## config.mk

```make
export PLATFORM = sky130hd
export DESIGN_NAME = usb_rx_nrzi_unstuff_flat
export DESIGN_NICKNAME = d
export VERILOG_FILES = /design/src/rtl/usb_rx_nrzi_unstuff_pkg.sv /design/src/rtl/usb_rx_nrzi_unstuff_if.sv /design/src/rtl/usb_rx_nrzi_unstuff_dec.sv /design/src/rtl/usb_rx_nrzi_unstuff.sv /design/src/flat_wrapper.sv
export SDC_FILE = /design/constraint.sdc
export NUM_CORES = 1
export LEC_CHECK = 0
export BUFFER_PORTS_ARGS = -buffer_cell sky130_fd_sc_hd__buf_2
export CAP_MARGIN = 5
export CORE_ASPECT_RATIO = 0.7
export CORE_MARGIN = 4
export CORE_UTILIZATION = 62
export CTS_BUF_LIST = sky130_fd_sc_hd__clkbuf_2 sky130_fd_sc_hd__clkbuf_4 sky130_fd_sc_hd__clkbuf_8
export CTS_CLUSTER_DIAMETER = 100
export DETAILED_ROUTE_END_ITERATION = 7
export PLACE_DENSITY = 0.81
export SETUP_SLACK_MARGIN = 0.3
export SYNTH_ARGS = -nofsm -noshare
export SYNTH_HDL_FRONTEND = slang
export SYNTH_SLANG_ARGS = --single-unit
```

## constraint.sdc

```tcl
create_clock -name clk -period 2.7 [get_ports clk]
set_input_delay 0.135 -clock clk [delete_from_list [all_inputs] [get_ports clk]]
set_output_delay 0.135 -clock clk [all_outputs]
set_load 0.1 [all_outputs]
```

## src/rtl/usb_rx_nrzi_unstuff_pkg.sv

```systemverilog
// Shared types and constants for the USB receive front end.
// Line classification lives here so the decoder and any future line monitor agree.
package usb_rx_pkg;

  typedef enum logic [1:0] {LS_J, LS_K, LS_SE0, LS_SE1} line_state_t;

  typedef enum logic [2:0] {HUNT, DATA, EOP1, EOP2, ERR} rx_state_t;

  typedef logic [1:0] err_code_t;

  localparam err_code_t ERR_STUFF = 2'd0;
  localparam err_code_t ERR_EOP   = 2'd1;
  localparam err_code_t ERR_LINE  = 2'd2;
  localparam err_code_t ERR_LEN   = 2'd3;

  // A run of this many 1s must be followed by a stuffed 0
  localparam logic [2:0] STUFF_RUN = 3'd6;

  function automatic line_state_t classify(input logic dp, input logic dm);
    case ({dp, dm})
      2'b10:   return LS_J;
      2'b01:   return LS_K;
      2'b00:   return LS_SE0;
      default: return LS_SE1;
    endcase
  endfunction

endpackage

```

## src/rtl/usb_rx_nrzi_unstuff_if.sv

```systemverilog
// Line-sample inputs and decoded bit-stream outputs of the receive front end.
// master = the receiver itself, slave = line driver / packet decoder side.
interface usb_rx_if;
  import usb_rx_pkg::*;

  logic      dp;
  logic      dm;
  logic      sample_en;
  logic      bit_out;
  logic      bit_out_avail;
  logic      done;
  logic      rx_active;
  logic      err;
  err_code_t err_code;

  modport master (
    input  dp, dm, sample_en,
    output bit_out, bit_out_avail, done, rx_active, err, err_code
  );

  modport slave (
    output dp, dm, sample_en,
    input  bit_out, bit_out_avail, done, rx_active, err, err_code
  );

endinterface

```

## src/rtl/usb_rx_nrzi_unstuff_dec.sv

```systemverilog
// Line classification and NRZI decode; prev_level is the only state here.
// Outputs are meaningful only while sample_vld is high.
module usb_nrzi_dec
  import usb_rx_pkg::*;
(
  input  logic        clk,
  input  logic        rst_b,
  input  logic        dp,
  input  logic        dm,
  input  logic        sample_en,
  output line_state_t line_state,
  output logic        bit_dec,
  output logic        sample_vld
);

  logic        prev_j_q, prev_j_d;
  line_state_t ls;

  assign ls         = classify(dp, dm);
  assign sample_vld = sample_en;

  // SE0/SE1 leave the reference level untouched
  always_comb begin
    prev_j_d   = prev_j_q;
    line_state = LS_SE0;
    bit_dec    = 1'b0;
    if (sample_en) begin
      line_state = ls;
      if (ls == LS_J || ls == LS_K) begin
        bit_dec  = ((ls == LS_J) == prev_j_q);
        prev_j_d = (ls == LS_J);
      end
    end
  end

  always_ff @(posedge clk or negedge rst_b) begin
    if (!rst_b) prev_j_q <= 1'b1;
    else        prev_j_q <= prev_j_d;
  end

endmodule

```

## src/rtl/usb_rx_nrzi_unstuff.sv

```systemverilog
// USB receive front end: SYNC hunt, bit unstuffing, EOP detection and error resolution.
// Emits unstuffed bits starting at PID bit 0, with a done pulse on a clean EOP.
module usb_rx_nrzi_unstuff
  import usb_rx_pkg::*;
#(
  parameter int SYNC_MIN_ZEROS = 6,
  parameter int MAX_BITS       = 99,
  parameter int IDLE_RECOVER   = 8
) (
  input  logic     clk,
  input  logic     rst_b,
  usb_rx_if.master rx
);

  localparam logic [2:0] SYNC_Z = 3'(SYNC_MIN_ZEROS);
  localparam logic [6:0] MAX_B  = 7'(MAX_BITS);
  localparam logic [3:0] IDLE_Z = 4'(IDLE_RECOVER);

  line_state_t ls;
  logic        dec_bit;
  logic        smp_vld;

  usb_nrzi_dec u_dec (
    .clk        (clk),
    .rst_b      (rst_b),
    .dp         (rx.dp),
    .dm         (rx.dm),
    .sample_en  (rx.sample_en),
    .line_state (ls),
    .bit_dec    (dec_bit),
    .sample_vld (smp_vld)
  );

  rx_state_t state_q, state_d;
  logic [2:0] zero_cnt_q, zero_cnt_d;
  logic [2:0] ones_cnt_q, ones_cnt_d;
  logic [6:0] bit_cnt_q, bit_cnt_d;
  logic [3:0] idle_cnt_q, idle_cnt_d;
  logic       se0_seen_q, se0_seen_d;
  logic       bit_out_q, bit_out_d;
  logic       avail_q, avail_d;
  logic       done_q, done_d;
  logic       active_q, active_d;
  logic       err_q, err_d;
  err_code_t  err_code_q, err_code_d;

  logic       fail;
  err_code_t  fail_code;
  logic       to_hunt;

  always_comb begin
    state_d    = state_q;
    zero_cnt_d = zero_cnt_q;
    ones_cnt_d = ones_cnt_q;
    bit_cnt_d  = bit_cnt_q;
    idle_cnt_d = idle_cnt_q;
    se0_seen_d = se0_seen_q;
    bit_out_d  = bit_out_q;
    avail_d    = 1'b0;
    done_d     = 1'b0;
    active_d   = active_q;
    err_d      = 1'b0;
    err_code_d = err_code_q;
    fail       = 1'b0;
    fail_code  = ERR_STUFF;
    to_hunt    = 1'b0;

    if (smp_vld) begin
      case (state_q)
        HUNT: begin
          case (ls)
            LS_J, LS_K: begin
              if (!dec_bit) begin
                zero_cnt_d = (zero_cnt_q >= SYNC_Z) ? SYNC_Z : zero_cnt_q + 3'd1;
              end else if (zero_cnt_q >= SYNC_Z) begin
                // SYNC's trailing 1 opens the first stuffing run
                state_d    = DATA;
                active_d   = 1'b1;
                ones_cnt_d = 3'd1;
                bit_cnt_d  = 7'd0;
                zero_cnt_d = 3'd0;
              end else begin
                zero_cnt_d = 3'd0;
              end
            end
            LS_SE1: begin
              fail      = 1'b1;
              fail_code = ERR_LINE;
            end
            default: ;
          endcase
        end
        DATA: begin
          case (ls)
            LS_J, LS_K: begin
              if (ones_cnt_q == STUFF_RUN) begin
                if (dec_bit) begin
                  fail      = 1'b1;
                  fail_code = ERR_STUFF;
                end else begin
                  ones_cnt_d = 3'd0;
                end
              end else if (bit_cnt_q == MAX_B) begin
                fail      = 1'b1;
                fail_code = ERR_LEN;
              end else begin
                avail_d    = 1'b1;
                bit_out_d  = dec_bit;
                ones_cnt_d = dec_bit ? ones_cnt_q + 3'd1 : 3'd0;
                bit_cnt_d  = bit_cnt_q + 7'd1;
              end
            end
            LS_SE0:  state_d = EOP1;
            default: begin
              fail      = 1'b1;
              fail_code = ERR_LINE;
            end
          endcase
        end
        EOP1: begin
          if (ls == LS_SE0) begin
            state_d = EOP2;
          end else begin
            fail      = 1'b1;
            fail_code = ERR_EOP;
          end
        end
        EOP2: begin
          if (ls == LS_J) begin
            done_d   = 1'b1;
            active_d = 1'b0;
            to_hunt  = 1'b1;
          end else begin
            fail      = 1'b1;
            fail_code = ERR_EOP;
          end
        end
        ERR: begin
          case (ls)
            LS_J: begin
              if (se0_seen_q || (idle_cnt_q + 4'd1) >= IDLE_Z) begin
                to_hunt = 1'b1;
              end else begin
                idle_cnt_d = (idle_cnt_q == 4'hF) ? idle_cnt_q : idle_cnt_q + 4'd1;
                se0_seen_d = 1'b0;
              end
            end
            LS_SE0: begin
              se0_seen_d = 1'b1;
              idle_cnt_d = 4'd0;
            end
            default: begin
              se0_seen_d = 1'b0;
              idle_cnt_d = 4'd0;
            end
          endcase
        end
        default: to_hunt = 1'b1;
      endcase

      // Every HUNT return happens on a J sample, so the decoder's prev_level is already J
      if (to_hunt) begin
        state_d    = HUNT;
        zero_cnt_d = 3'd0;
        idle_cnt_d = 3'd0;
        se0_seen_d = 1'b0;
      end

      if (fail) begin
        state_d    = ERR;
        err_d      = 1'b1;
        err_code_d = fail_code;
        active_d   = 1'b0;
        avail_d    = 1'b0;
        idle_cnt_d = 4'd0;
        se0_seen_d = 1'b0;
      end
    end
  end

  always_ff @(posedge clk or negedge rst_b) begin
    if (!rst_b) begin
      state_q    <= HUNT;
      zero_cnt_q <= '0;
      ones_cnt_q <= '0;
      bit_cnt_q  <= '0;
      idle_cnt_q <= '0;
      se0_seen_q <= 1'b0;
      bit_out_q  <= 1'b0;
      avail_q    <= 1'b0;
      done_q     <= 1'b0;
      active_q   <= 1'b0;
      err_q      <= 1'b0;
      err_code_q <= ERR_STUFF;
    end else begin
      state_q    <= state_d;
      zero_cnt_q <= zero_cnt_d;
      ones_cnt_q <= ones_cnt_d;
      bit_cnt_q  <= bit_cnt_d;
      idle_cnt_q <= idle_cnt_d;
      se0_seen_q <= se0_seen_d;
      bit_out_q  <= bit_out_d;
      avail_q    <= avail_d;
      done_q     <= done_d;
      active_q   <= active_d;
      err_q      <= err_d;
      err_code_q <= err_code_d;
    end
  end

  assign rx.bit_out       = bit_out_q;
  assign rx.bit_out_avail = avail_q;
  assign rx.done          = done_q;
  assign rx.rx_active     = active_q;
  assign rx.err           = err_q;
  assign rx.err_code      = err_code_q;

endmodule

```

## src/flat_wrapper.sv

```systemverilog
// flat-port wrapper written by rule: the top's interface ports become plain ports
module usb_rx_nrzi_unstuff_flat import usb_rx_pkg::*;
#(
  parameter int SYNC_MIN_ZEROS = 6,
  parameter int MAX_BITS       = 99,
  parameter int IDLE_RECOVER   = 8
)
  (clk, rst_b, rx_dp, rx_dm, rx_sample_en, rx_bit_out, rx_bit_out_avail, rx_done, rx_rx_active, rx_err, rx_err_code);
  usb_rx_if rx_i ();
  input  logic clk;
  input  logic rst_b;
  input wire logic [$bits(rx_i.dp)-1:0] rx_dp;
  input wire logic [$bits(rx_i.dm)-1:0] rx_dm;
  input wire logic [$bits(rx_i.sample_en)-1:0] rx_sample_en;
  output wire logic [$bits(rx_i.bit_out)-1:0] rx_bit_out;
  output wire logic [$bits(rx_i.bit_out_avail)-1:0] rx_bit_out_avail;
  output wire logic [$bits(rx_i.done)-1:0] rx_done;
  output wire logic [$bits(rx_i.rx_active)-1:0] rx_rx_active;
  output wire logic [$bits(rx_i.err)-1:0] rx_err;
  output wire logic [$bits(rx_i.err_code)-1:0] rx_err_code;
  assign rx_i.dp = rx_dp;
  assign rx_i.dm = rx_dm;
  assign rx_i.sample_en = rx_sample_en;
  assign rx_bit_out = rx_i.bit_out;
  assign rx_bit_out_avail = rx_i.bit_out_avail;
  assign rx_done = rx_i.done;
  assign rx_rx_active = rx_i.rx_active;
  assign rx_err = rx_i.err;
  assign rx_err_code = rx_i.err_code;
  usb_rx_nrzi_unstuff #(.SYNC_MIN_ZEROS(SYNC_MIN_ZEROS), .MAX_BITS(MAX_BITS), .IDLE_RECOVER(IDLE_RECOVER)) u_core (.clk(clk), .rst_b(rst_b), .rx(rx_i));
endmodule
```

Word level (Yosys, flattened, before mapping):

Cells that the tools add are included.

* register bits after elaboration: 29
* bits of input ports: 5
* output and inout bits: 7
* word-level logic and storage cells: 156

* $add $sub $neg: 4
* order comparisons: 2
* equal/unequal tests: 33
* mux-type cells: 78
* bitwise logic cells: 2
* reductions and logical operators: 24

Operators with widths (number)
* 2-to-1 mux 3 bit: 17
* 2-to-1 mux 7 bit: 6
* 2-to-1 mux 1 bit: 34
* 2-to-1 mux 4 bit: 6
* inequality test 4 x 1 -> 1 bit (second input constant): 5
* AND reduction 8 bit: 2
* one-hot mux 7 bit (2 select lines): 1
* inequality test 3 x 1 -> 1 bit (second input constant): 4
* one-hot mux 3 bit (3 select lines): 1
* 2-to-1 mux 2 bit: 4
* inequality test 2 x 1 -> 1 bit (second input constant): 4
* inequality test 4 bit (second input constant): 2
* one-hot mux 2 bit (4 select lines): 1
* adder 7 x 1 -> 7 bit (second input constant): 1
* == test 7 bit (second input constant): 1
* AND reduction 7 bit: 1
* adder 3 x 1 -> 3 bit (second input constant): 2
* == test 2 x 1 -> 1 bit (second input constant): 3
* == test 2 bit (second input constant): 3
* == test 3 x 2 -> 1 bit (second input constant): 2
* == test 3 bit (second input constant): 2
* logical NOT 2 bit: 3
* one-hot mux 1 bit (2 select lines): 3
* one-hot mux 2 bit (3 select lines): 1
* 26 further kinds: 34

Depth between registers and ports, before layout:

* depth after elaboration: 13
* gate-level depth with buffers: 10
* gate-level depth less buffers: 9

Modules after synthesis:

A second synthesis with hierarchy kept.

* cell total of the unflattened synthesis: 204
* area total of the unflattened synthesis: 1926.8 um^2

By module, submodules not included
* usb_rx_nrzi_unstuff: instances 1, cells each 192, area each 1799.2 um^2, sequential area each 700.7 um^2
* usb_nrzi_dec: instances 1, cells each 12, area each 127.6 um^2, sequential area each 26.3 um^2

Worst setup path after synthesis:

OpenSTA, ideal clock, no wires.

* path type: input to register
* start: in rx_dm
* end: reg u_core.idle_cnt_q[0]
* setup time: 0.065 ns
* arrival: 2.136 ns
* required time: 2.635 ns
* path slack: 0.499 ns
* stages on the path: 8
* path buffers: 0
* cells stage by stage: inv_1 -> ha_1 -> or4b_4 -> o21ai_2 -> o21ai_1 -> or4b_4 -> o21ai_1 -> a22o_1

* word-level cells in the longest chain between the ends: 13
* elaborated cells on any way between the ends: 36
* classes of those cells: eq/ne: 9; mux: 20; reduce/logical: 7

Ends and longest elaborated chain
* start, declared: line flat_wrapper.sv:13 `input wire logic [$bits(rx_i.dm)-1:0] rx_dm;`
* == test 2 x 1 -> 1 bit, or another cell as far along: line usb_rx_nrzi_unstuff_pkg.sv:20 `case ({dp, dm})`
* one-hot mux 2 bit (3 select lines) *: line usb_rx_nrzi_unstuff_pkg.sv:20
* logical NOT 2 bit or == test 2 x 1 -> 1 bit (tied branches): line usb_rx_nrzi_unstuff_dec.sv:29, usb_rx_nrzi_unstuff_dec.sv:30
* == test 1 bit or logical OR 1 bit (tied branches): line usb_rx_nrzi_unstuff_dec.sv:30, usb_rx_nrzi_unstuff_dec.sv:29
* 2-to-1 mux 1 bit: line usb_rx_nrzi_unstuff_dec.sv:29 `if (ls == LS_J || ls == LS_K) begin`
* 2-to-1 mux 1 bit: line usb_rx_nrzi_unstuff_dec.sv:27 `if (sample_en) begin`
* 2-to-1 mux 1 bit: line usb_rx_nrzi_unstuff.sv:97 `if (dec_bit) begin`
* 2-to-1 mux 1 bit: line usb_rx_nrzi_unstuff.sv:96 `if (ones_cnt_q == STUFF_RUN) begin`
* one-hot mux 1 bit (2 select lines): line usb_rx_nrzi_unstuff.sv:94 `case (ls)`
* one-hot mux 1 bit (4 select lines): line usb_rx_nrzi_unstuff.sv:69 `case (state_q)`
* 2-to-1 mux 1 bit: line usb_rx_nrzi_unstuff.sv:68 `if (smp_vld) begin`
* inequality test 4 bit (no source line) or nonzero test 3 bit (tied branches)
* AND reduction 4 bit (no source line)
* end signal, assigned: line usb_rx_nrzi_unstuff.sv:200 `idle_cnt_q <= idle_cnt_d;`
* end, declared: line usb_rx_nrzi_unstuff.sv:38 `logic [3:0] idle_cnt_q, idle_cnt_d;`

Mark *: on every way between the ends. The rest lies on a longest branch, timed or not. The select of a mux whose other input is x is not followed.
A chain may end at the register's enable or synchronous reset.

Final worst setup path:

* start: reg u_core.bit_cnt_q[3]
* end: reg u_core.idle_cnt_q[0]

* word-level cells in the longest chain between the ends: 8
* elaborated cells on any way between the ends: 11
* classes of those cells: eq/ne: 3; mux: 6; reduce/logical: 2

Ends and longest elaborated chain
* start, declared: line usb_rx_nrzi_unstuff.sv:37 `logic [6:0] bit_cnt_q, bit_cnt_d;`
* start signal, assigned: line usb_rx_nrzi_unstuff.sv:199 `bit_cnt_q <= bit_cnt_d;`
* == test 7 bit *: line usb_rx_nrzi_unstuff.sv:103 `end else if (bit_cnt_q == MAX_B) begin`
* 2-to-1 mux 1 bit *: line usb_rx_nrzi_unstuff.sv:103
* 2-to-1 mux 1 bit *: line usb_rx_nrzi_unstuff.sv:96
* one-hot mux 1 bit (2 select lines) *: line usb_rx_nrzi_unstuff.sv:94
* one-hot mux 1 bit (4 select lines) *: line usb_rx_nrzi_unstuff.sv:69
* 2-to-1 mux 1 bit *: line usb_rx_nrzi_unstuff.sv:68
* inequality test 4 bit (no source line) or nonzero test 3 bit (tied branches)
* AND reduction 4 bit (no source line)

Marks and branches as above.

==> flow_metrics.py <==
metrics = {
    "critical_path": {
        "criticalPathCategory": "reg -> reg",
        "cp-end-kind": "flop",
        "crit_required_ps": 2860,
        "crit-reg2reg-launch": "u_core.bit_cnt_q[3]",
        "crit_arrival_ps": 2430,
        "worstPathCellList": "or4b_4 -> nor4_2 -> o21ai_1 -> a41oi_2 -> o21ai_1 -> a22o_1",
        "path_common_cell": "o21ai_1",
        "critPathMaxFanout": 6,
        "slowest_delay_ps": 590,
        "critPathLaunchType": "flop",
        "crit_start": "u_core.bit_cnt_q[3]",
        "r2r_cells": 6,
        "cp_slowest_cell": "or4b_4",
    },
    "drt": {
        "vias_per_cell": 6.24,
        "avgRoutedWirePerCell_um": 15.9,
        "vias": 1492,
        "drtAntennaViolNets": 0,
        "drt_first_pass_iters": 4,
        "wirelength_um": 3790,
        "drc_errors": 0,
        "drtIter0Drc": 75,
    },
    "cts": {
        "cts_buffers": 5,
        "clock_latency_ps": 280,
        "htree_levels": 2,
        "cts.sinks": 29,
        "path_clk_slew_ps": 70,
        "cts_buffer_depth": 2,
        "cts_tree": "done",
        "cts_root_buf": "clkbuf_8",
    },
    "floorplan": {
        "io_pins": 12,
        "core_area_sq_um": 2530,
        "rows": 15,
        "start_util_pct": 67.1,
        "fp.dieArea_sq_um": 3660,
        "die_w_um": 70.6,
        "die_y_um": 51.8,
    },
    "power_and_ir_drop": {
        "swShare_pct": 46.1,
        "cellPowerDensity_nw_per_um2": 967,
        "p_comb_share_pct": 42.4,
        "internal_power_w": 0.000995,
        "p_switching_w": 0.000851,
        "p_leak_nw": 0.905,
        "p_clk_share_pct": 19.1,
        "ir_drop_uv": 806,
        "seq_power_share_pct": 38.5,
    },
    "place": {
        "hpwl_um": 2760,
        "gp_congestion": 0.920,
        "place_inst": 230,
        "portBuffers": 11,
        "place_ws_ps": 208,
    },
    "outcome": {
        "outcome": "complete, no violations",
    },
    "cells_and_area": {
        "final_util_pct": 75.4,
        "num-nets-final": 217,
        "stdcell_count": 239,
        "area_delta_synth_final_pct": 12.4,
        "fill_cells": 180,
        "drive_gt1_share_pct": 17.6,
        "antennaDiodeCount": 0,
    },
    "synth": {
        "synth_edf_count": 0,
        "synth_top_family_by_area": "simple AND/OR/NAND/NOR gates",
        "synth_top_area_share_pct": 41.2,
        "synth_compound_area_share_pct": 16.8,
        "syn-cell-area_sq_um": 1700,
        "synth_xor_area_share_pct": 3.61,
        "synthTopCellsByCount": "28 x dfrtp_1, 21 x nand2_1, 18 x nor2_1, 10 x a21oi_1, 10 x inv_1",
        "syn_inst": 187,
        "yosysMostFrequentCell": "dfrtp_1",
        "synth-async-reset-ratio_pct": 100,
        "synth.avg_cell_area_sq_um": 9.09,
        "synthesis.nets": 200,
        "netlist_top_cells_area": "dfrtp_1 41%, ha_1 5.9%, nand2_1 4.6%, nor2_1 4.0%, a21oi_1 2.9%",
        "muxShareOfSynthArea_pct": 1.99,
        "synth_cell_types": 44,
        "synth-main-ff-cell": "dfrtp_1",
        "synthSimpleGateAreaFrac_pct": 25.5,
        "yosysWarnings": 0,
        "ys_ff_latch": 29,
        "yosys.area.top_type": "dfrtp_1",
        "synth.yosys.seq_area_share_pct": 42.8,
        "synth_adder_area_share_pct": 5.89,
    },
    "global_routing": {
        "grt_usage_pct": 23.5,
        "grt_pass1_vias": 1516,
        "antenna_found_initial": 0,
        "grt.overflow.total": 0,
        "grt_pass1_wl_um": 6670,
        "grt_max_degree": 30,
    },
    "sta": {
        "relSlewSlack_pct": 58.2,
        "tns_ps": 0,
        "finalSetupViolations": 0,
        "fmax_mhz": 441,
        "max_slew.worst_pin.slew_ps": 627,
        "drv_slew": 0,
        "hold_ws_ps": 182,
        "hold_violations": 0,
        "period_needed_ps": 2270,
        "layout_setup_ws_ps": 433,
        "rsz0062_at_grt": "no",
        "fin_crit_sh_pct": 84.0,
        "fin_skew_ps": 7.08,
    },
    "min_path": {
        "min_from": "rx_sample_en",
        "hold_depth": 2,
        "hold_class": "in -> reg",
    },
    "job": {
        "cap_violations": 0,
    },
}
==> through the flow <==
| step | total power (W) | cell area (sq um) |
|---|---|---|
| finish | 0.00185 | 1910 |
| global route | 0.00197 | 1910 |
| CTS | 0.00183 | 1890 |
| detailed placement | 0.00148 | 1800 |
| global placement | 0.00144 | 1800 |
| floorplan | 0.00131 | 1700 |
==> worst max-delay path, delay by kind of cell, from the launching register on <==
family | cells | cell delay [ps]
flops | 1 | 420
compound gates | 4 | 930
simple gates | 2 | 790
==> cell families (layout without fill, tap and decap cells) <==
group	count (synthesis)	count (layout)
AND/OR/NAND/NOR	82	82
AO/OA/AOI/OAI	43	43
flip-flops	29	29
buffers and inverters	15	33
adder cells (fa/ha/maj)	8	8
XOR/XNOR	7	7
multiplexers	3	3
==> metal layers <==
layer  share of wire, %  track usage, %  wire length [um]  vias to the layer above
li1                   -               -                 -                      702
met4                1.6            7.81                59                        0
met5                  0               0                 0                        -
met1                 42            27.8              1590                      732
met3                6.4            7.34               241                        8
met2                 50            41.1              1900                       50
==> worst paths after layout <==
path	slack, ps	to
setup / recovery	430	u_core.idle_cnt_q[0]
min in group asynchronous	410	u_core.zero_cnt_q[2]
max in group asynchronous	1880	u_core.rx.rx_active
hold / removal	180	u_core.state_q[0]
setup reg to reg	430	u_core.idle_cnt_q[0]
hold reg to reg	470	u_core.u_dec.prev_j_q
==> cell type report <==
cell class | count | area [sq um] | share of cell area, %
multi-input cells | 143 | 928 | 48.6
repair buffers | 15 | 87.6 | 4.59
clock buffers | 6 | 76.3 | 4.00
inverters | 10 | 37.5 | 1.97
flip-flops and latches | 29 | 727 | 38.1
clock inverters | 2 | 10.0 | 0.524
well taps | 34 | 42.5 | 2.23
==> layout by cell type, fill, tap and decap left out, types with 4 or more instances in the layout <==
cell	n
dfrtp_1	28
nand2_1	21
nor2_1	18
buf_2	11
inv_1	10
a21oi_1	10
o21ai_1	8
ha_1	8
nor3_1	7
nand3_1	6
nand4_1	5
xor2_1	5
clkbuf_8	5
and2_1	4
o21ai_0	4
==> sequential cells by signal, indices dropped and copies added, names as in the netlist <==
name and flops:
u_core.zero_cnt_q 3, u_core.rx.rx_active 1, u_core.state_q 3, u_core.bit_cnt_q 7, u_core.ones_cnt_q 3, u_core.idle_cnt_q 4
u_core.rx.bit_out 1, u_core.rx.bit_out_avail 1, u_core.rx.done 1, u_core.rx.err_code 2, u_core.rx.err 1, u_core.se0_seen_q 1
u_core.u_dec.prev_j_q 1
==> power groups by stage <==
stage	clock network (W)	logic, W	registers (W)
3_3_place_gp	0	0.000738	0.000702
4_1_cts	0.000353	0.000776	0.000706
5_1_grt	0.000380	0.000858	0.000733
6_report	0.000352	0.000783	0.000711
2_1_floorplan	0	0.000456	0.000855
3_5_place_dp	0	0.000771	0.000712
==> what timing repair did <==
action                                  4_1_cts  5_1_grt
endpoints found under the setup margin        0        5
endpoints found under the hold margin        28        0
buffers inserted                              0        0
gates resized for setup                       0        3
hold buffers                                  1        0
Note: power is estimated with default switching activity, not from simulation.
